`config.mk`:
```
export PLATFORM = sky130hd
export DESIGN_NAME = vu_level_calc
export DESIGN_NICKNAME = d
export VERILOG_FILES = /design/src/rtl/ws2812b_meter_pkg.sv /design/src/rtl/seq_mult_15x16.sv /design/src/rtl/vu_level_calc.sv
export SDC_FILE = /design/constraint.sdc
export NUM_CORES = 1
export LEC_CHECK = 0
export BUFFER_PORTS_ARGS = -buffer_cell sky130_fd_sc_hd__buf_4
export CAP_MARGIN = 30
export CELL_PAD_IN_SITES_DETAIL_PLACEMENT = 2
export CELL_PAD_IN_SITES_GLOBAL_PLACEMENT = 2
export CORE_UTILIZATION = 37
export DETAILED_ROUTE_END_ITERATION = 12
export PLACE_DENSITY_LB_ADDON = 0.1
export SETUP_SLACK_MARGIN = 0.4
export SLEW_MARGIN = 20
export SYNTH_ARGS = -nofsm -noshare
export SYNTH_HDL_FRONTEND = slang
export SYNTH_SLANG_ARGS = --single-unit
```
`constraint.sdc`:
```
create_clock -name clk -period 8.65 [get_ports clk]
set_clock_uncertainty 0.2 [all_clocks]
set_input_delay 0 -clock clk [delete_from_list [all_inputs] [get_ports clk]]
set_output_delay 0 -clock clk [all_outputs]
set_load 0.02 [all_outputs]
```
`src/rtl/ws2812b_meter_pkg.sv`:
```
// Shared widths, scaler FSM encodings and sample helpers for the WS2812B VU meter pipeline.
package ws2812b_meter_pkg;

  localparam int SAMPLE_W    = 16;
  localparam int LEVEL_W     = 15;
  localparam int LED_COUNT_W = 16;
  localparam int PROD_W      = LEVEL_W + LED_COUNT_W;

  typedef enum logic [1:0] {
    SCL_STATE_IDLE = 2'd0,
    SCL_STATE_MUL  = 2'd1,
    SCL_STATE_DONE = 2'd2
  } sclState_t;

  // -32768 has no positive counterpart in 16 bits, so it saturates to full scale.
  function automatic logic [LEVEL_W-1:0] absSat(input logic signed [SAMPLE_W-1:0] s);
    logic [SAMPLE_W-1:0] negS;
    negS = SAMPLE_W'(-s);
    if (!s[SAMPLE_W-1]) return s[LEVEL_W-1:0];
    if (negS[SAMPLE_W-1]) return {LEVEL_W{1'b1}};
    return negS[LEVEL_W-1:0];
  endfunction

  function automatic logic [LEVEL_W-1:0] maxLevel(input logic [LEVEL_W-1:0] x,
                                                  input logic [LEVEL_W-1:0] y);
    return (x > y) ? x : y;
  endfunction

endpackage

```
`src/rtl/seq_mult_15x16.sv`:
```
// Shift-add multiplier: consumes one multiplier bit per cycle, 16 cycles per 15x16 product.
module seq_mult_15x16
  import ws2812b_meter_pkg::*;
(
  input  logic                   clk,
  input  logic                   reset,
  input  logic                   start,
  input  logic [LEVEL_W-1:0]     a,
  input  logic [LED_COUNT_W-1:0] b,
  output logic                   done,
  output logic [PROD_W-1:0]      product
);

  logic [PROD_W-1:0]      acc;
  logic [PROD_W-1:0]      mcand;
  logic [LED_COUNT_W-1:0] mplier;
  logic [3:0]             bitIdx;
  logic                   running;

  always_ff @(posedge clk) begin
    // NOTE: sequential state uses non-blocking assignments so every flop sees pre-edge values.
    if (reset) begin
      acc     <= '0;
      mcand   <= '0;
      mplier  <= '0;
      bitIdx  <= '0;
      running <= 1'b0;
    end else if (start) begin
      acc     <= '0;
      mcand   <= {{(PROD_W-LEVEL_W){1'b0}}, a};
      mplier  <= b;
      bitIdx  <= '0;
      running <= 1'b1;
    end else if (running) begin
      if (mplier[0]) acc <= acc + mcand;
      mcand  <= mcand << 1;
      mplier <= mplier >> 1;
      bitIdx <= bitIdx + 4'd1;
      if (bitIdx == 4'd15) running <= 1'b0;
    end
  end

  // High during the final step; product is complete from the next cycle on.
  assign done    = running && (bitIdx == 4'd15);
  assign product = acc;

endmodule

```
`src/rtl/vu_level_calc.sv`:
```
// VU level front end: windowed absolute peak, linear decay, and scaling of the held
// level to an LED count through a sequential multiplier.
module vu_level_calc
  import ws2812b_meter_pkg::*;
#(
  parameter int                 DELAY          = 1,
  parameter int                 WINDOW_SAMPLES = 1024,
  parameter logic [LEVEL_W-1:0] DECAY_STEP     = 15'd512
) (
  input  logic                       clk,
  input  logic                       reset,
  input  logic                       sample_valid,
  input  logic signed [SAMPLE_W-1:0] sample,
  input  logic [LED_COUNT_W-1:0]     maxCount,
  output logic [LED_COUNT_W-1:0]     onCount,
  output logic                       onCount_valid,
  output logic [LEVEL_W-1:0]         level,
  output logic                       busy
);

  localparam int CNT_W = (WINDOW_SAMPLES > 1) ? $clog2(WINDOW_SAMPLES) : 1;
  localparam logic [CNT_W-1:0] LAST_IDX = CNT_W'(WINDOW_SAMPLES - 1);
  // DELAY is a simulation-only hook; this RTL adds no delays, so it only gates legality.
  localparam bit PARAMS_OK = (WINDOW_SAMPLES >= 1) && (DELAY >= 0);

  logic [CNT_W-1:0]   sampleCnt;
  logic [LEVEL_W-1:0] peak;
  logic [LEVEL_W-1:0] mag;
  logic [LEVEL_W-1:0] winPeak;
  logic [LEVEL_W-1:0] decayed;
  logic [LEVEL_W-1:0] newLevel;
  logic [LEVEL_W-1:0] pendLevel;
  logic [LEVEL_W-1:0] mulA;
  logic               pending;
  logic               windowEnd;
  logic               resultAvail;
  logic               mulStart;
  logic               mulDone;
  logic [PROD_W-1:0]  product;
  logic               unusedProductLo;
  sclState_t          state;

  always_comb begin
    // NOTE: every always_comb output gets a default first so no path can infer a latch.
    decayed = '0;
    if (level > DECAY_STEP) decayed = level - DECAY_STEP;
    mag         = absSat(sample);
    winPeak     = maxLevel(peak, mag);
    newLevel    = maxLevel(winPeak, decayed);
    windowEnd   = PARAMS_OK && sample_valid && (sampleCnt == LAST_IDX);
    resultAvail = windowEnd || pending;
    // A fresh window result is newer than anything parked in the pending register.
    mulA        = windowEnd ? newLevel : pendLevel;
    mulStart    = resultAvail && ((state == SCL_STATE_IDLE) || (state == SCL_STATE_DONE));
  end

  always_ff @(posedge clk) begin
    if (reset) begin
      sampleCnt <= '0;
      peak      <= '0;
      level     <= '0;
    end else if (sample_valid) begin
      if (windowEnd) begin
        sampleCnt <= '0;
        peak      <= '0;
        level     <= newLevel;
      end else begin
        sampleCnt <= sampleCnt + CNT_W'(1);
        peak      <= winPeak;
      end
    end
  end

  always_ff @(posedge clk) begin
    if (reset) begin
      state         <= SCL_STATE_IDLE;
      busy          <= 1'b0;
      pending       <= 1'b0;
      pendLevel     <= '0;
      onCount       <= '0;
      onCount_valid <= 1'b0;
    end else begin
      onCount_valid <= 1'b0;
      case (state)
        SCL_STATE_IDLE: begin
          if (resultAvail) begin
            state   <= SCL_STATE_MUL;
            busy    <= 1'b1;
            pending <= 1'b0;
          end
        end
        SCL_STATE_MUL: begin
          // Only the newest result is kept; older unconsumed ones are dropped.
          if (windowEnd) begin
            pending   <= 1'b1;
            pendLevel <= newLevel;
          end
          if (mulDone) begin
            state <= SCL_STATE_DONE;
            busy  <= 1'b0;
          end
        end
        SCL_STATE_DONE: begin
          onCount       <= product[PROD_W-1 -: LED_COUNT_W];
          onCount_valid <= 1'b1;
          if (resultAvail) begin
            state   <= SCL_STATE_MUL;
            busy    <= 1'b1;
            pending <= 1'b0;
          end else begin
            state <= SCL_STATE_IDLE;
          end
        end
        default: begin
          state <= SCL_STATE_IDLE;
          busy  <= 1'b0;
        end
      endcase
    end
  end

  seq_mult_15x16 uMult (
    .clk     (clk),
    .reset   (reset),
    .start   (mulStart),
    .a       (mulA),
    .b       (maxCount),
    .done    (mulDone),
    .product (product)
  );

  assign unusedProductLo = ^product[PROD_W-LED_COUNT_W-1:0];

endmodule

```
==> impl_results.html, run 1 <==
<table>
<tr><th>Metric</th><th>Value</th></tr>
<tr><th colspan="2">Run status</th></tr>
<tr><td>Outcome</td><td>finished clean</td></tr>
<tr><th colspan="2">Power and ir drop</th></tr>
<tr><td>Seq pwr share</td><td>between 40% and 50%</td></tr>
<tr><td>Net switching power of the design</td><td>about 0.52 mW</td></tr>
<tr><td>IR Drop Worst-Case VDD</td><td>around 0.094 mV</td></tr>
<tr><td>Clock group share of total power</td><td>42.7%</td></tr>
<tr><td>Leakage power summed over all cells</td><td>about 4.4 nW</td></tr>
<tr><td>Power Density</td><td>between 150 and 200 mW/mm2</td></tr>
<tr><td>Switching power as a share of total power</td><td>29.3%</td></tr>
<tr><td>Part of the total power dissipated in combinational logic</td><td>15.4%</td></tr>
<tr><td>Internal power consumption</td><td>1.26 mW</td></tr>
<tr><th colspan="2">Logic synthesis</th></tr>
<tr><td>Main area contributors after synthesis</td><td>sky130_fd_sc_hd__dfxtp_1, sky130_fd_sc_hd__ha_1, sky130_fd_sc_hd__a21oi_1</td></tr>
<tr><td>Biggest area consumer among synthesized cells</td><td>sky130_fd_sc_hd__dfxtp_1</td></tr>
<tr><td>Share of synthesized flip-flops with an asynchronous set or reset</td><td>0%</td></tr>
<tr><td>Sequential fraction of the synthesis area</td><td>33.7%</td></tr>
<tr><td>Total standard cell area after synthesis</td><td>0.00943 mm2</td></tr>
<tr><td>Average instance area after synthesis</td><td>slightly above 8 um2</td></tr>
<tr><td>Synth cell types</td><td>75</td></tr>
<tr><td>Total of warnings raised by yosys</td><td>0</td></tr>
<tr><td>Most used standard cell by instance count after synthesis</td><td>sky130_fd_sc_hd__dfxtp_1</td></tr>
<tr><td>Dominant synthesized flop cell</td><td>sky130_fd_sc_hd__dfxtp_1</td></tr>
<tr><td>Synthesized instance count</td><td>roughly 1200</td></tr>
<tr><td>Nets in the synthesized netlist</td><td>approximately 1200</td></tr>
<tr><td>Synthesis-stage register bit count</td><td>159</td></tr>
<tr><td>EDFF count, synth</td><td>0</td></tr>
<tr><td>Share of the synthesized area in the top cell type</td><td>33.7%</td></tr>
<tr><td>Most numerous cell types in the synthesized netlist</td><td>sky130_fd_sc_hd__dfxtp_1, sky130_fd_sc_hd__nand2_1, sky130_fd_sc_hd__nor2_1</td></tr>
<tr><th colspan="2">Clocking</th></tr>
<tr><td>Post-CTS setup repair buffer count</td><td>0</td></tr>
<tr><td>Total number of H-tree levels</td><td>4</td></tr>
<tr><td>Total CTS buffers</td><td>17</td></tr>
<tr><td>Clk pin slew, worst setup/hold paths</td><td>roughly 70 ps</td></tr>
<tr><td>Number of buffers between clock root and the deepest sink</td><td>2</td></tr>
<tr><td>CTS tree</td><td>yes</td></tr>
<tr><td>Clock tree sinks</td><td>approximately 160</td></tr>
<tr><td>Root buf cell</td><td>sky130_fd_sc_hd__clkbuf_16</td></tr>
<tr><td>Worst skew pair latency</td><td>about 440 ps</td></tr>
<tr><th colspan="2">Layout</th></tr>
<tr><td>Total non-filler cell area in the finished layout</td><td>around 0.011 mm2</td></tr>
<tr><td>Fraction of the core area covered by cells at the end of the flow</td><td>~44%</td></tr>
<tr><td>Net total in the final layout</td><td>1305</td></tr>
<tr><td>Number of cells in the finished layout apart from fillers</td><td>1555</td></tr>
<tr><td>Area growth from synthesis to layout</td><td>16.7%</td></tr>
<tr><td>Number of inserted diodes</td><td>0</td></tr>
<tr><td>FILL cells</td><td>2847</td></tr>
<tr><td>Fraction of layout instances using a drive strength above 1</td><td>about an eighth</td></tr>
<tr><th colspan="2">Route</th></tr>
<tr><td>Post-detailed-route via-to-cell ratio</td><td>5.63</td></tr>
<tr><td>Total length of routed met3 wires</td><td>between 700 and 800 um</td></tr>
<tr><td>Number of remaining DRC errors</td><td>0</td></tr>
<tr><td>Drt first pass iters</td><td>4</td></tr>
<tr><td>Drt initial violations</td><td>around 360</td></tr>
<tr><td>Final routed wire length divided by cell count</td><td>between 15 and 20 um</td></tr>
<tr><td>Detail Route met2 WL</td><td>between 15000 and 20000 um</td></tr>
<tr><td>Overall routed net length</td><td>30700 um</td></tr>
<tr><td>Met1 wire length</td><td>14000 um</td></tr>
<tr><td>Total vias in the final route</td><td>8751</td></tr>
<tr><td>Residual antenna-violating net count after detailed routing</td><td>0</td></tr>
<tr><td>Top routing layer used</td><td>met4</td></tr>
<tr><th colspan="2">Floorplanning</th></tr>
<tr><td>Die width</td><td>roughly 160 um</td></tr>
<tr><td>Height of the die</td><td>about 160 um</td></tr>
<tr><td>Total core area</td><td>roughly 0.025 mm2</td></tr>
<tr><td>Standard-cell rows</td><td>58</td></tr>
<tr><td>Number of ports placed on the die boundary</td><td>around 70</td></tr>
<tr><td>Starting Density</td><td>between 30% and 40%</td></tr>
<tr><td>Die Footprint</td><td>between 0.02 and 0.03 mm2</td></tr>
<tr><th colspan="2">Placement</th></tr>
<tr><td>Total placed cells including tap cells</td><td>1501</td></tr>
<tr><td>HPWL after DPL</td><td>approximately 21000 um</td></tr>
<tr><td>Worst slack at placement</td><td>745 ps</td></tr>
<tr><td>Routability Congestion</td><td>roughly 0.84</td></tr>
<tr><td>Area post-placement</td><td>between 0.01 and 0.015 mm2</td></tr>
<tr><td>Count of input and output buffers</td><td>67</td></tr>
<tr><th colspan="2">STA</th></tr>
<tr><td>Slew at the pin closest to its max-slew limit</td><td>971 ps</td></tr>
<tr><td>RSZ-0062 raised after global routing</td><td>no</td></tr>
<tr><td>Summed negative setup slack over all endpoints</td><td>0 ps</td></tr>
<tr><td>Shortest clock period the worst path allows after layout</td><td>a little under 8000 ps</td></tr>
<tr><td>Final setup viols</td><td>0</td></tr>
<tr><td>Max-slew violation total from the final report</td><td>0</td></tr>
<tr><td>Peak Freq</td><td>about 130 MHz</td></tr>
<tr><td>Relative slew margins</td><td>35.3%</td></tr>
<tr><td>Crit share post-route</td><td>just under 90%</td></tr>
<tr><td>Hold Violations, Final</td><td>0</td></tr>
<tr><td>Post-layout worst setup margin</td><td>~960 ps</td></tr>
<tr><th colspan="2">GRT</th></tr>
<tr><td>Antenna violations before repair</td><td>0</td></tr>
<tr><td>Largest net degree at the start of global routing</td><td>70</td></tr>
<tr><td>Remaining global-route overflow</td><td>0</td></tr>
<tr><td>Number of global-route vias before repair</td><td>just under 10000</td></tr>
<tr><td>GRT Overall Usage</td><td>about a quarter</td></tr>
<tr><td>Global-route wire length before repair</td><td>50100 um</td></tr>
<tr><th colspan="2">Worst setup path</th></tr>
<tr><td>Kind of start point of the critical path</td><td>primary input</td></tr>
<tr><td>Nature of the critical path endpoint</td><td>flip-flop</td></tr>
<tr><td>Critical path fanouts, max</td><td>18</td></tr>
<tr><td>Crit path kind</td><td>in2reg</td></tr>
<tr><td>Worst endpoint data arrival time</td><td>about 7800 ps</td></tr>
<tr><td>Required time of the critical path</td><td>approximately 8800 ps</td></tr>
<tr><th colspan="2">Worst hold path</th></tr>
<tr><td>Path class of the lowest-slack min-delay path</td><td>in2reg</td></tr>
<tr><th colspan="2">Run</th></tr>
<tr><td>Number of maximum-capacitance violations</td><td>0</td></tr>
</table>
==> worst paths after layout <==
kind / from / to / slack [ps] / depth (start not counted)
setup reg to reg: peak[13]$_SDFFE_PP0P_ / pendLevel[7]$_SDFFE_PP0N_ / 2490 / 20
hold / removal: sample[10] / peak[10]$_SDFFE_PP0P_ / 30 / 6
hold reg to reg: onCount[5]$_SDFFE_PP0P_ / onCount[5]$_SDFFE_PP0P_ / 260 / 2
setup / recovery: sample[13] / pendLevel[7]$_SDFFE_PP0N_ / 960 / 25
==> layout by cell type, fill, tap and decap left out, types with 10 or more instances in the layout <==
cell type,synthesis,final
sky130_fd_sc_hd__nand3_1,13,13
sky130_fd_sc_hd__dfxtp_1,159,158
sky130_fd_sc_hd__xor2_1,19,19
sky130_fd_sc_hd__and2_1,11,11
sky130_fd_sc_hd__a21oi_1,116,116
sky130_fd_sc_hd__a211oi_1,22,22
sky130_fd_sc_hd__a22o_1,16,16
sky130_fd_sc_hd__inv_1,47,47
sky130_fd_sc_hd__o21ai_0,24,24
sky130_fd_sc_hd__a22oi_1,19,19
sky130_fd_sc_hd__nor2_1,124,122
sky130_fd_sc_hd__o2bb2ai_1,11,11
sky130_fd_sc_hd__nand2_1,142,142
sky130_fd_sc_hd__ha_1,57,57
sky130_fd_sc_hd__dlygate4sd3_1,0,22
sky130_fd_sc_hd__buf_4,2,79
sky130_fd_sc_hd__xnor2_1,31,31
sky130_fd_sc_hd__a21o_1,17,16
sky130_fd_sc_hd__mux2i_1,47,47
sky130_fd_sc_hd__nand2b_1,21,20
sky130_fd_sc_hd__a31oi_1,26,25
sky130_fd_sc_hd__nor3_1,14,14
sky130_fd_sc_hd__and3_1,10,10
sky130_fd_sc_hd__clkbuf_16,0,17
sky130_fd_sc_hd__nand4_1,12,12
==> stage by stage <==
step | total power [mW] | hold WS, ps
6_report | 1.79 | 30.9
2_1_floorplan | 0.953 | -64.0
5_1_grt | 1.87 | 67.6
4_1_cts | 1.81 | 28.3
3_3_place_gp | 1.03 | 56.4
3_5_place_dp | 1.03 | 101
==> cell families (layout without fill, tap and decap cells) <==
group / Yosys count / in the layout / synth area share [%]
mux: 57 / 57 / 6.38
simple gates: 400 / 400 / 19.8
buf+inv: 111 / 181 / 4.67
xor+xnor: 50 / 50 / 4.64
fa+ha+maj: 60 / 60 / 8.00
flops: 159 / 159 / 33.7
compound gates: 318 / 318 / 22.8
==> layer usage <==
layer	vias up	track usage, %
li1	4224	-
met1	4400	29.5
met2	105	43.7
met3	22	3.42
met4	0	6.30
met5	-	0
==> registers in the layout (all words and copies together) (netlist names), 4 cells and up <==
register       flops
level             15
onCount           16
peak              15
pendLevel         15
sampleCnt         10
uMult.bitIdx       4
uMult.mcand       31
uMult.mplier      16
uMult.product     31
==> power groups by stage <==
| stage | combinational (mW) | clock [mW] | sequential, mW |
|---|---|---|---|
| floorplan | 0.192 | 0 | 0.762 |
| global placement | 0.261 | 0 | 0.765 |
| detailed placement | 0.267 | 0 | 0.765 |
| CTS | 0.276 | 0.783 | 0.748 |
| global route | 0.304 | 0.814 | 0.749 |
| finish | 0.275 | 0.763 | 0.748 |
==> cell type report <==
class                      instances  area, um2  area share [%]
multi-input combinational        885       5820            52.9
sequential                       159       3180            28.9
timing repair buffer             102        825            7.49
clock buffer                      18        439            3.99
tap                              330        413            3.75
inverter                          47        176            1.60
clock inverter                    14        146            1.33
==> critical path, stage by stage <==
cell and delay, ps:
sky130_fd_sc_hd__dlygate4sd3_1 530, sky130_fd_sc_hd__buf_4 140, sky130_fd_sc_hd__or4b_1 590, sky130_fd_sc_hd__or4_1 770, sky130_fd_sc_hd__and2_1 270, sky130_fd_sc_hd__ha_1 310
sky130_fd_sc_hd__a21oi_1 140, sky130_fd_sc_hd__a21oi_1 90, sky130_fd_sc_hd__a211o_1 290, sky130_fd_sc_hd__a31oi_1 430, sky130_fd_sc_hd__a21o_1 250, sky130_fd_sc_hd__a21o_2 390
sky130_fd_sc_hd__mux2i_1 280, sky130_fd_sc_hd__inv_1 90, sky130_fd_sc_hd__ha_1 300, sky130_fd_sc_hd__and4_1 270, sky130_fd_sc_hd__o311ai_0 160, sky130_fd_sc_hd__a31o_2 250
sky130_fd_sc_hd__nand4bb_1 220, sky130_fd_sc_hd__a2111oi_2 380, sky130_fd_sc_hd__o211ai_2 260, sky130_fd_sc_hd__a21oi_4 580, sky130_fd_sc_hd__buf_4 280, sky130_fd_sc_hd__mux2_4 330
sky130_fd_sc_hd__a22o_1 180
==> repair_timing <==
action | CTS | global route
hold buffers | 22 | 0
hold endpoints to repair | 42 | 0
endpoints found under the setup margin | 0 | 25
resized for setup | 0 | 1
(Power assumes the default switching activity.)
==> inputs of run 2 (changes only) <==
--- a/config.mk
+++ b/config.mk
@@ -11,6 +11,7 @@
 export CELL_PAD_IN_SITES_GLOBAL_PLACEMENT = 2
 export CORE_UTILIZATION = 37
 export DETAILED_ROUTE_END_ITERATION = 12
+export MAX_ROUTING_LAYER = met4
 export PLACE_DENSITY_LB_ADDON = 0.1
 export SETUP_SLACK_MARGIN = 0.4
 export SLEW_MARGIN = 20
==> impl_results.html, run 2 (synthesis gave the netlist of run 1 again) <==
<table>
<tr><th>Metric</th><th>Value</th></tr>
<tr><th colspan="2">Worst setup path</th></tr>
<tr><td>Worst endpoint data arrival time</td><td>7800 ps (about the same)</td></tr>
<tr><td>Largest delay contributor family on the critical path</td><td>compound AO/OA/AOI/OAI gates</td></tr>
<tr><td>Critical path depth in cells</td><td>25 (unchanged)</td></tr>
<tr><td>Critical path fanouts, max</td><td>18 (unchanged)</td></tr>
<tr><td>Kind of start point of the critical path</td><td>primary input</td></tr>
<tr><td>Nature of the critical path endpoint</td><td>flip-flop</td></tr>
<tr><td>R2r worst-path depth</td><td>20 (unchanged)</td></tr>
<tr><td>CP bufs+invs</td><td>4 (unchanged)</td></tr>
<tr><td>Crit path kind</td><td>in2reg</td></tr>
<tr><td>Delay of the slowest critical-path stage</td><td>770 ps (about the same)</td></tr>
<tr><td>CP max-delay cell</td><td>sky130_fd_sc_hd__or4_1</td></tr>
<tr><td>Required time of the critical path</td><td>8770 ps (about the same)</td></tr>
<tr><th colspan="2">GRT</th></tr>
<tr><td>Antenna violations before repair</td><td>0 (unchanged)</td></tr>
<tr><td>Global-route wire length before repair</td><td>50100 um (about the same)</td></tr>
<tr><td>Number of global-route vias before repair</td><td>9661 (+0.052%)</td></tr>
<tr><td>GRT Overall Usage</td><td>24.8% (+0.73 points)</td></tr>
<tr><td>Largest net degree at the start of global routing</td><td>70 (unchanged)</td></tr>
<tr><td>Remaining global-route overflow</td><td>0 (unchanged)</td></tr>
<tr><th colspan="2">Power and ir drop</th></tr>
<tr><td>Part of the total power dissipated in combinational logic</td><td>15.4% (about the same)</td></tr>
<tr><td>Internal power consumption</td><td>1.26 mW (about the same)</td></tr>
<tr><td>Final Total Pwr</td><td>1.79 mW (about the same)</td></tr>
<tr><td>IR Drop Worst-Case VDD</td><td>0.0934 mV (-0.48%)</td></tr>
<tr><td>Seq pwr share</td><td>41.9% (about the same)</td></tr>
<tr><td>Switching power as a share of total power</td><td>29.3% (about the same)</td></tr>
<tr><td>Clock group share of total power</td><td>42.7% (about the same)</td></tr>
<tr><td>Leakage power summed over all cells</td><td>4.37 nW (unchanged)</td></tr>
<tr><td>Power Density</td><td>162 mW/mm2 (about the same)</td></tr>
<tr><td>Net switching power of the design</td><td>0.523 mW (about the same)</td></tr>
<tr><th colspan="2">Route</th></tr>
<tr><td>Total vias in the final route</td><td>8747 (-0.046%)</td></tr>
<tr><td>Number of remaining DRC errors</td><td>0 (unchanged)</td></tr>
<tr><td>Final routed wire length divided by cell count</td><td>19.7 um (-0.16%)</td></tr>
<tr><td>Drt initial violations</td><td>335 (-5.6%)</td></tr>
<tr><td>Residual antenna-violating net count after detailed routing</td><td>0 (unchanged)</td></tr>
<tr><td>Post-detailed-route via-to-cell ratio</td><td>5.63 (about the same)</td></tr>
<tr><td>Drt first pass iters</td><td>4 (unchanged)</td></tr>
<tr><td>Overall routed net length</td><td>30600 um (-0.16%)</td></tr>
<tr><th colspan="2">Floorplanning</th></tr>
<tr><td>Die width</td><td>162 um (unchanged)</td></tr>
<tr><td>Starting Density</td><td>37.6% (unchanged)</td></tr>
<tr><td>Standard-cell rows</td><td>58 (unchanged)</td></tr>
<tr><td>Die Footprint</td><td>0.0261 mm2 (unchanged)</td></tr>
<tr><td>Number of ports placed on the die boundary</td><td>68 (unchanged)</td></tr>
<tr><td>Total core area</td><td>0.0251 mm2 (unchanged)</td></tr>
<tr><td>Height of the die</td><td>162 um (unchanged)</td></tr>
<tr><th colspan="2">Clocking</th></tr>
<tr><td>Total CTS buffers</td><td>17 (unchanged)</td></tr>
<tr><td>Worst skew pair latency</td><td>440 ps (about the same)</td></tr>
<tr><td>Total number of H-tree levels</td><td>4 (unchanged)</td></tr>
<tr><td>Number of buffers between clock root and the deepest sink</td><td>2 (unchanged)</td></tr>
<tr><td>Clock tree sinks</td><td>159 (unchanged)</td></tr>
<tr><td>Root buf cell</td><td>sky130_fd_sc_hd__clkbuf_16</td></tr>
<tr><td>Clk pin slew, worst setup/hold paths</td><td>70 ps (about the same)</td></tr>
<tr><td>CTS tree</td><td>yes</td></tr>
<tr><th colspan="2">STA</th></tr>
<tr><td>Peak Freq</td><td>130 MHz (+0.17%)</td></tr>
<tr><td>Hold Violations, Final</td><td>0 (unchanged)</td></tr>
<tr><td>Shortest clock period the worst path allows after layout</td><td>7680 ps (-12.9 ps)</td></tr>
<tr><td>Summed negative setup slack over all endpoints</td><td>0 ps (unchanged)</td></tr>
<tr><td>Crit share post-route</td><td>88.7% (-0.15 points)</td></tr>
<tr><td>Relative slew margins</td><td>35.9% (+0.67 points)</td></tr>
<tr><td>Max-slew violation total from the final report</td><td>0 (unchanged)</td></tr>
<tr><td>Slew at the pin closest to its max-slew limit</td><td>961 ps (-9.99 ps)</td></tr>
<tr><td>RSZ-0062 raised after global routing</td><td>no</td></tr>
<tr><td>Final setup viols</td><td>0 (unchanged)</td></tr>
<tr><th colspan="2">Layout</th></tr>
<tr><td>FILL cells</td><td>2847 (unchanged)</td></tr>
<tr><td>Area used by multi-input combinational logic</td><td>0.00582 mm2 (unchanged)</td></tr>
<tr><td>Most frequent standard cell in the layout excluding fill and tap cells</td><td>sky130_fd_sc_hd__dfxtp_1</td></tr>
<tr><td>Fraction of layout instances using a drive strength above 1</td><td>12.1% (unchanged)</td></tr>
<tr><td>Area growth from synthesis to layout</td><td>16.7% (unchanged)</td></tr>
<tr><td>Sequential standard cell area</td><td>0.00318 mm2 (unchanged)</td></tr>
<tr><td>Leading cell types in the layout, fill and taps excluded</td><td>sky130_fd_sc_hd__dfxtp_1, sky130_fd_sc_hd__nand2_1, sky130_fd_sc_hd__nor2_1</td></tr>
<tr><td>Total non-filler cell area in the finished layout</td><td>0.0110 mm2 (unchanged)</td></tr>
<tr><td>Number of cells in the finished layout apart from fillers</td><td>1555 (unchanged)</td></tr>
<tr><td>Net total in the final layout</td><td>1305 (unchanged)</td></tr>
<tr><td>Number of inserted diodes</td><td>0 (unchanged)</td></tr>
<tr><th colspan="2">Worst hold path</th></tr>
<tr><td>Path class of the lowest-slack min-delay path</td><td>in2reg</td></tr>
<tr><td>Number of cells on the worst hold path</td><td>6 (unchanged)</td></tr>
<tr><th colspan="2">Placement</th></tr>
<tr><td>Routability Congestion</td><td>0.852 (+1.5%)</td></tr>
<tr><td>HPWL after DPL</td><td>20900 um (unchanged)</td></tr>
<tr><td>Count of input and output buffers</td><td>67 (unchanged)</td></tr>
<tr><td>Total placed cells including tap cells</td><td>1501 (unchanged)</td></tr>
<tr><td>Area post-placement</td><td>0.0102 mm2 (unchanged)</td></tr>
<tr><th colspan="2">Run status</th></tr>
<tr><td>Outcome</td><td>finished clean</td></tr>
<tr><th colspan="2">Run</th></tr>
<tr><td>Number of maximum-capacitance violations</td><td>0 (unchanged)</td></tr>
</table>
## run 2: cell counts in the layout (fill, tap and decap cells not counted)
No cell type changed its count.
## run 2: per-layer routing
layer | wire, um | global-route usage, % | vias to the layer above
li1 | - | - | 4232
met2 | 15600 | 43.8 | 96
met4 | 314 | 6.30 | 0
met3 | 699 | 3.47 | 20
met1 | 14000 | 29.5 | 4399
met5 | 0 | - | -
## run 2: path summary, 6_finish.rpt
kind	slack, ps	endpoint	from
hold reg to reg	260	onCount[5]$_SDFFE_PP0P_	onCount[5]$_SDFFE_PP0P_
hold / removal	20	peak[10]$_SDFFE_PP0P_	sample[10]
setup reg to reg	2470	pendLevel[7]$_SDFFE_PP0N_	peak[13]$_SDFFE_PP0P_
setup / recovery	970	pendLevel[7]$_SDFFE_PP0N_	sample[13]
## run 2: area by class of cell
cell class	instances	share of cell area (%)
Tap cell	330	3.75
Timing Repair Buffer	102	7.49
Clock inverter	14	1.33
Inverter	47	1.60
Sequential cell	159	28.9
Clock buffer	18	3.99
Multi-Input combinational cell	885	52.9
## run 2: stage by stage
step           hold WS, ps  setup slack, ps  util, %
2_1_floorplan        -64.0             1940        -
3_3_place_gp          56.4              970     40.6
3_5_place_dp           101              745     40.6
4_1_cts               28.3              757     43.8
5_1_grt               65.9              408     43.8
6_report              24.0              975     43.8
## run 2: tightest hold or removal path: cells and delay by family
kind | cells | cell delay (ps)
xor+xnor | 1 | 60
buf+inv | 1 | 100
simple gates | 2 | 200
mux | 1 | 200
compound gates | 1 | 70
## run 2: repair_timing
| item | 4_1_cts | 5_1_grt |
|---|---|---|
| setup buffers | 0 | 0 |
| gates resized for setup | 0 | 1 |
| hold buffers | 22 | 0 |
| hold endpoints to repair | 42 | 0 |
| endpoints found under the setup margin | 0 | 25 |
## run 2: power groups by stage
stage,sequential [mW],clock [mW],combinational (mW)
2_1_floorplan,0.762,0,0.192
3_3_place_gp,0.765,0,0.261
3_5_place_dp,0.765,0,0.267
4_1_cts,0.748,0.783,0.276
5_1_grt,0.749,0.815,0.304
6_report,0.748,0.763,0.275
==> inputs of run 3 (changes only) <==
--- a/config.mk
+++ b/config.mk
@@ -9,8 +9,10 @@
 export CAP_MARGIN = 30
 export CELL_PAD_IN_SITES_DETAIL_PLACEMENT = 2
 export CELL_PAD_IN_SITES_GLOBAL_PLACEMENT = 2
-export CORE_UTILIZATION = 37
+export CORE_UTILIZATION = 33
+export CTS_CLUSTER_SIZE = 30
 export DETAILED_ROUTE_END_ITERATION = 12
+export GPL_TIMING_DRIVEN = 0
 export MAX_ROUTING_LAYER = met4
 export PLACE_DENSITY_LB_ADDON = 0.1
 export SETUP_SLACK_MARGIN = 0.4
==> constraint.sdc (replaced) <==
create_clock -name clk -period 7 [get_ports clk]
set_clock_uncertainty 0.2 [all_clocks]
set_input_delay 0 -clock clk [delete_from_list [all_inputs] [get_ports clk]]
set_output_delay 0 -clock clk [all_outputs]
set_load 0.02 [all_outputs]
==> impl_results.html, run 3 (synthesis gave the netlist of run 1 again) <==
<table>
<tr><th>Metric</th><th>Value</th></tr>
<tr><th colspan="2">Layout</th></tr>
<tr><td>Leading cell types in the layout, fill and taps excluded</td><td>sky130_fd_sc_hd__dfxtp_1, sky130_fd_sc_hd__nand2_1, sky130_fd_sc_hd__nor2_1</td></tr>
<tr><td>Fraction of layout instances using a drive strength above 1</td><td>13.0% (+0.94 points)</td></tr>
<tr><td>Most frequent standard cell in the layout excluding fill and tap cells</td><td>sky130_fd_sc_hd__dfxtp_1</td></tr>
<tr><td>Area used by multi-input combinational logic</td><td>0.00599 mm2 (+2.9%)</td></tr>
<tr><td>Net total in the final layout</td><td>1362 (+4.4%)</td></tr>
<tr><td>FILL cells</td><td>3242 (+14%)</td></tr>
<tr><td>Fraction of the core area covered by cells at the end of the flow</td><td>41.2% (-2.7 points)</td></tr>
<tr><td>Number of inserted diodes</td><td>0 (unchanged)</td></tr>
<tr><td>Area growth from synthesis to layout</td><td>22.0%</td></tr>
<tr><td>Sequential standard cell area</td><td>0.00318 mm2 (about the same)</td></tr>
<tr><th colspan="2">STA</th></tr>
<tr><td>Crit share post-route</td><td>approximately nine tenths</td></tr>
<tr><td>Peak Freq</td><td>about 160 MHz</td></tr>
<tr><td>Slew at the pin closest to its max-slew limit</td><td>957 ps (-3.77 ps)</td></tr>
<tr><td>Hold Violations, Final</td><td>0 (unchanged)</td></tr>
<tr><td>Final setup viols</td><td>0 (unchanged)</td></tr>
<tr><td>Shortest clock period the worst path allows after layout</td><td>6280 ps</td></tr>
<tr><td>Relative slew margins</td><td>35.3% (-0.58 points)</td></tr>
<tr><td>Max-slew violation total from the final report</td><td>0 (unchanged)</td></tr>
<tr><td>RSZ-0062 raised after global routing</td><td>no</td></tr>
<tr><td>Summed negative setup slack over all endpoints</td><td>0 ps (unchanged)</td></tr>
<tr><th colspan="2">Route</th></tr>
<tr><td>Overall routed net length</td><td>33500 um (+9.4%)</td></tr>
<tr><td>Drt first pass iters</td><td>5 (+1)</td></tr>
<tr><td>Final routed wire length divided by cell count</td><td>20.2 um (+2.4%)</td></tr>
<tr><td>Residual antenna-violating net count after detailed routing</td><td>0 (unchanged)</td></tr>
<tr><td>Drt initial violations</td><td>310 (-7.5%)</td></tr>
<tr><td>Total vias in the final route</td><td>8984 (+2.7%)</td></tr>
<tr><td>Number of remaining DRC errors</td><td>0 (unchanged)</td></tr>
<tr><td>Post-detailed-route via-to-cell ratio</td><td>5.41 (-3.8%)</td></tr>
<tr><th colspan="2">GRT</th></tr>
<tr><td>Global-route wire length before repair</td><td>52900 um (+5.5%)</td></tr>
<tr><td>Number of global-route vias before repair</td><td>9671 (+0.10%)</td></tr>
<tr><td>Met1 track demand over resource in global routing</td><td>29.8% (+0.34 points)</td></tr>
<tr><td>Met2 routing resource usage after global routing</td><td>42.2% (-1.6 points)</td></tr>
<tr><td>Antenna violations before repair</td><td>0 (unchanged)</td></tr>
<tr><td>Largest net degree at the start of global routing</td><td>17 (-76%)</td></tr>
<tr><td>Met3 track demand over resource</td><td>2.68% (-0.79 points)</td></tr>
<tr><td>Most heavily used metal layer in global routing</td><td>met2</td></tr>
<tr><td>GRT Overall Usage</td><td>24.3% (-0.51 points)</td></tr>
<tr><td>Remaining global-route overflow</td><td>0 (unchanged)</td></tr>
<tr><th colspan="2">Clocking</th></tr>
<tr><td>Clock tree sinks</td><td>159 (unchanged)</td></tr>
<tr><td>Worst skew pair latency</td><td>450 ps (about the same)</td></tr>
<tr><td>Root buf cell</td><td>sky130_fd_sc_hd__clkbuf_16</td></tr>
<tr><td>CTS tree</td><td>yes</td></tr>
<tr><td>Number of buffers between clock root and the deepest sink</td><td>2 (unchanged)</td></tr>
<tr><td>Total number of H-tree levels</td><td>4 (unchanged)</td></tr>
<tr><td>Total CTS buffers</td><td>17 (unchanged)</td></tr>
<tr><td>Clk pin slew, worst setup/hold paths</td><td>70 ps (about the same)</td></tr>
<tr><th colspan="2">Power and ir drop</th></tr>
<tr><td>Leakage power summed over all cells</td><td>4.45 nW (+1.9%)</td></tr>
<tr><td>IR Drop Worst-Case VDD</td><td>0.157 mV (+68%)</td></tr>
<tr><td>Power Density</td><td>204 mW/mm2 (+26%)</td></tr>
<tr><th colspan="2">Run</th></tr>
<tr><td>Number of maximum-capacitance violations</td><td>0 (unchanged)</td></tr>
<tr><th colspan="2">Worst setup path</th></tr>
<tr><td>Launch point of the worst reg-to-reg path</td><td>peak[13]$_SDFFE_PP0P_</td></tr>
<tr><td>CP bufs+invs</td><td>9 (+5)</td></tr>
<tr><td>R2r worst-path depth</td><td>23 (+15%)</td></tr>
<tr><td>Required time of the critical path</td><td>7140 ps (-1630 ps)</td></tr>
<tr><td>Worst endpoint data arrival time</td><td>6420 ps (-1380 ps)</td></tr>
<tr><td>Kind of start point of the critical path</td><td>primary input</td></tr>
<tr><td>Delay of the slowest critical-path stage</td><td>450 ps (-320 ps)</td></tr>
<tr><td>Crit path kind</td><td>in2reg</td></tr>
<tr><td>Worst flop-to-flop path endpoint</td><td>pendLevel[1]$_SDFFE_PP0N_</td></tr>
<tr><td>Largest delay contributor family on the critical path</td><td>simple AND/OR/NAND/NOR gates</td></tr>
<tr><td>Critical path fanouts, max</td><td>10 (-8)</td></tr>
<tr><td>Setup slack of the worst register-to-register path</td><td>1640 ps (-830 ps)</td></tr>
<tr><td>Nature of the critical path endpoint</td><td>flip-flop</td></tr>
<tr><td>CP max-delay cell</td><td>sky130_fd_sc_hd__or4_4</td></tr>
<tr><td>Critical path depth in cells</td><td>31 (+24%)</td></tr>
<tr><th colspan="2">Floorplanning</th></tr>
<tr><td>Standard-cell rows</td><td>61 (+5.2%)</td></tr>
<tr><td>Height of the die</td><td>171 um (+5.8%)</td></tr>
<tr><td>Total core area</td><td>0.0279 mm2 (+11%)</td></tr>
<tr><td>Number of ports placed on the die boundary</td><td>68 (unchanged)</td></tr>
<tr><td>Die width</td><td>171 um (+5.8%)</td></tr>
<tr><td>Die Footprint</td><td>0.0293 mm2 (+12%)</td></tr>
<tr><td>Starting Density</td><td>33.8% (-3.8 points)</td></tr>
<tr><th colspan="2">Placement</th></tr>
<tr><td>Routability Congestion</td><td>0.828 (-2.8%)</td></tr>
<tr><td>HPWL after DPL</td><td>24800 um (+18%)</td></tr>
<tr><td>Count of input and output buffers</td><td>65 (-3.0%)</td></tr>
<tr><th colspan="2">Worst hold path</th></tr>
<tr><td>HP Start</td><td>sample[10]</td></tr>
<tr><td>Number of cells on the worst hold path</td><td>6 (unchanged)</td></tr>
<tr><td>Worst Hold Path EP</td><td>peak[10]$_SDFFE_PP0P_</td></tr>
<tr><td>Path class of the lowest-slack min-delay path</td><td>in2reg</td></tr>
<tr><th colspan="2">Run status</th></tr>
<tr><td>Outcome</td><td>finished clean</td></tr>
</table>
==> run 3: cell type report <==
class / count / area share [%]
Timing Repair Buffer: 95 / 6.78
Buffer: 64 / 2.63
Clock inverter: 13 / 1.34
Multi-Input combinational cell: 885 / 52.1
Inverter: 47 / 1.53
Sequential cell: 159 / 27.7
Tap cell: 378 / 4.11
Clock buffer: 19 / 3.85
==> run 3: layer usage <==
metal | wire length (um) | vias up | part of all wire, %
li1 | - | 4346 | -
met1 | 15600 | 4498 | 47
met4 | 437 | 0 | 1.3
met3 | 729 | 31 | 2.2
met5 | 0 | - | 0
met2 | 16700 | 109 | 50
==> run 3: worst max path at each step <==
stage / from / end / slack (ps)
after detailed placement: sample[3] / uMult.mcand[12]$_SDFFE_PP0P_ / -1400
after floorplan: sample[3] / pendLevel[1]$_SDFFE_PP0N_ / 410
after global placement: sample[3] / uMult.mcand[12]$_SDFFE_PP0P_ / -1170
after global routing: sample[3] / pendLevel[1]$_SDFFE_PP0N_ / 360
after CTS: sample[3] / uMult.mcand[12]$_SDFFE_PP0P_ / 420
final: sample[3] / pendLevel[1]$_SDFFE_PP0N_ / 720
==> run 3: per-stage QoR <==
step / std cells / setup WS [ps] / total power, mW / instance area, um2 / hold WS [ps]
after floorplan: 1155 / 405 / 1.18 / 9430 / -64.0
after global placement: 1598 / -1170 / 1.29 / 10400 / 63.3
after detailed placement: 1598 / -1400 / 1.30 / 10400 / 79.5
after CTS: 1654 / 419 / 2.35 / 11400 / 27.3
after global routing: 1660 / 360 / 2.44 / 11500 / 80.6
final: 1660 / 718 / 2.35 / 11500 / 15.7
==> run 3: worst register-to-register path, cell delays in order, from the launching register on <==
cell and delay [ps]:
sky130_fd_sc_hd__dfxtp_1 350, sky130_fd_sc_hd__ha_1 340, sky130_fd_sc_hd__nand4_1 140, sky130_fd_sc_hd__buf_6 140
sky130_fd_sc_hd__nor2_2 50, sky130_fd_sc_hd__and4b_2 230, sky130_fd_sc_hd__nor3_4 300, sky130_fd_sc_hd__a21o_1 150
sky130_fd_sc_hd__a21o_1 140, sky130_fd_sc_hd__buf_6 120, sky130_fd_sc_hd__buf_12 140, sky130_fd_sc_hd__mux2i_4 230
sky130_fd_sc_hd__inv_1 70, sky130_fd_sc_hd__ha_1 290, sky130_fd_sc_hd__and4_4 260, sky130_fd_sc_hd__o311ai_0 140
sky130_fd_sc_hd__a31o_2 250, sky130_fd_sc_hd__nand4bb_4 240, sky130_fd_sc_hd__a2111oi_4 240, sky130_fd_sc_hd__o211ai_2 180
sky130_fd_sc_hd__a21oi_4 310, sky130_fd_sc_hd__clkbuf_16 230, sky130_fd_sc_hd__mux2_4 320, sky130_fd_sc_hd__a22o_1 180
==> run 3: power breakdown <==
part / internal, mW / leakage [nW] / switching [mW]
Clock: 0.544 / 0.284 / 0.444
Combinational: 0.186 / 2.88 / 0.249
Sequential: 0.914 / 1.28 / 0.0112
Total: 1.64 / 4.45 / 0.704
==> run 3: what timing repair did <==
item,4_1_cts,5_1_grt
setup buffers,6,5
resized for setup,37,11
gates cloned,0,1
hold buffers,18,0
pin swaps,6,5
endpoints found under the setup margin,45,45
hold endpoints to repair,28,0
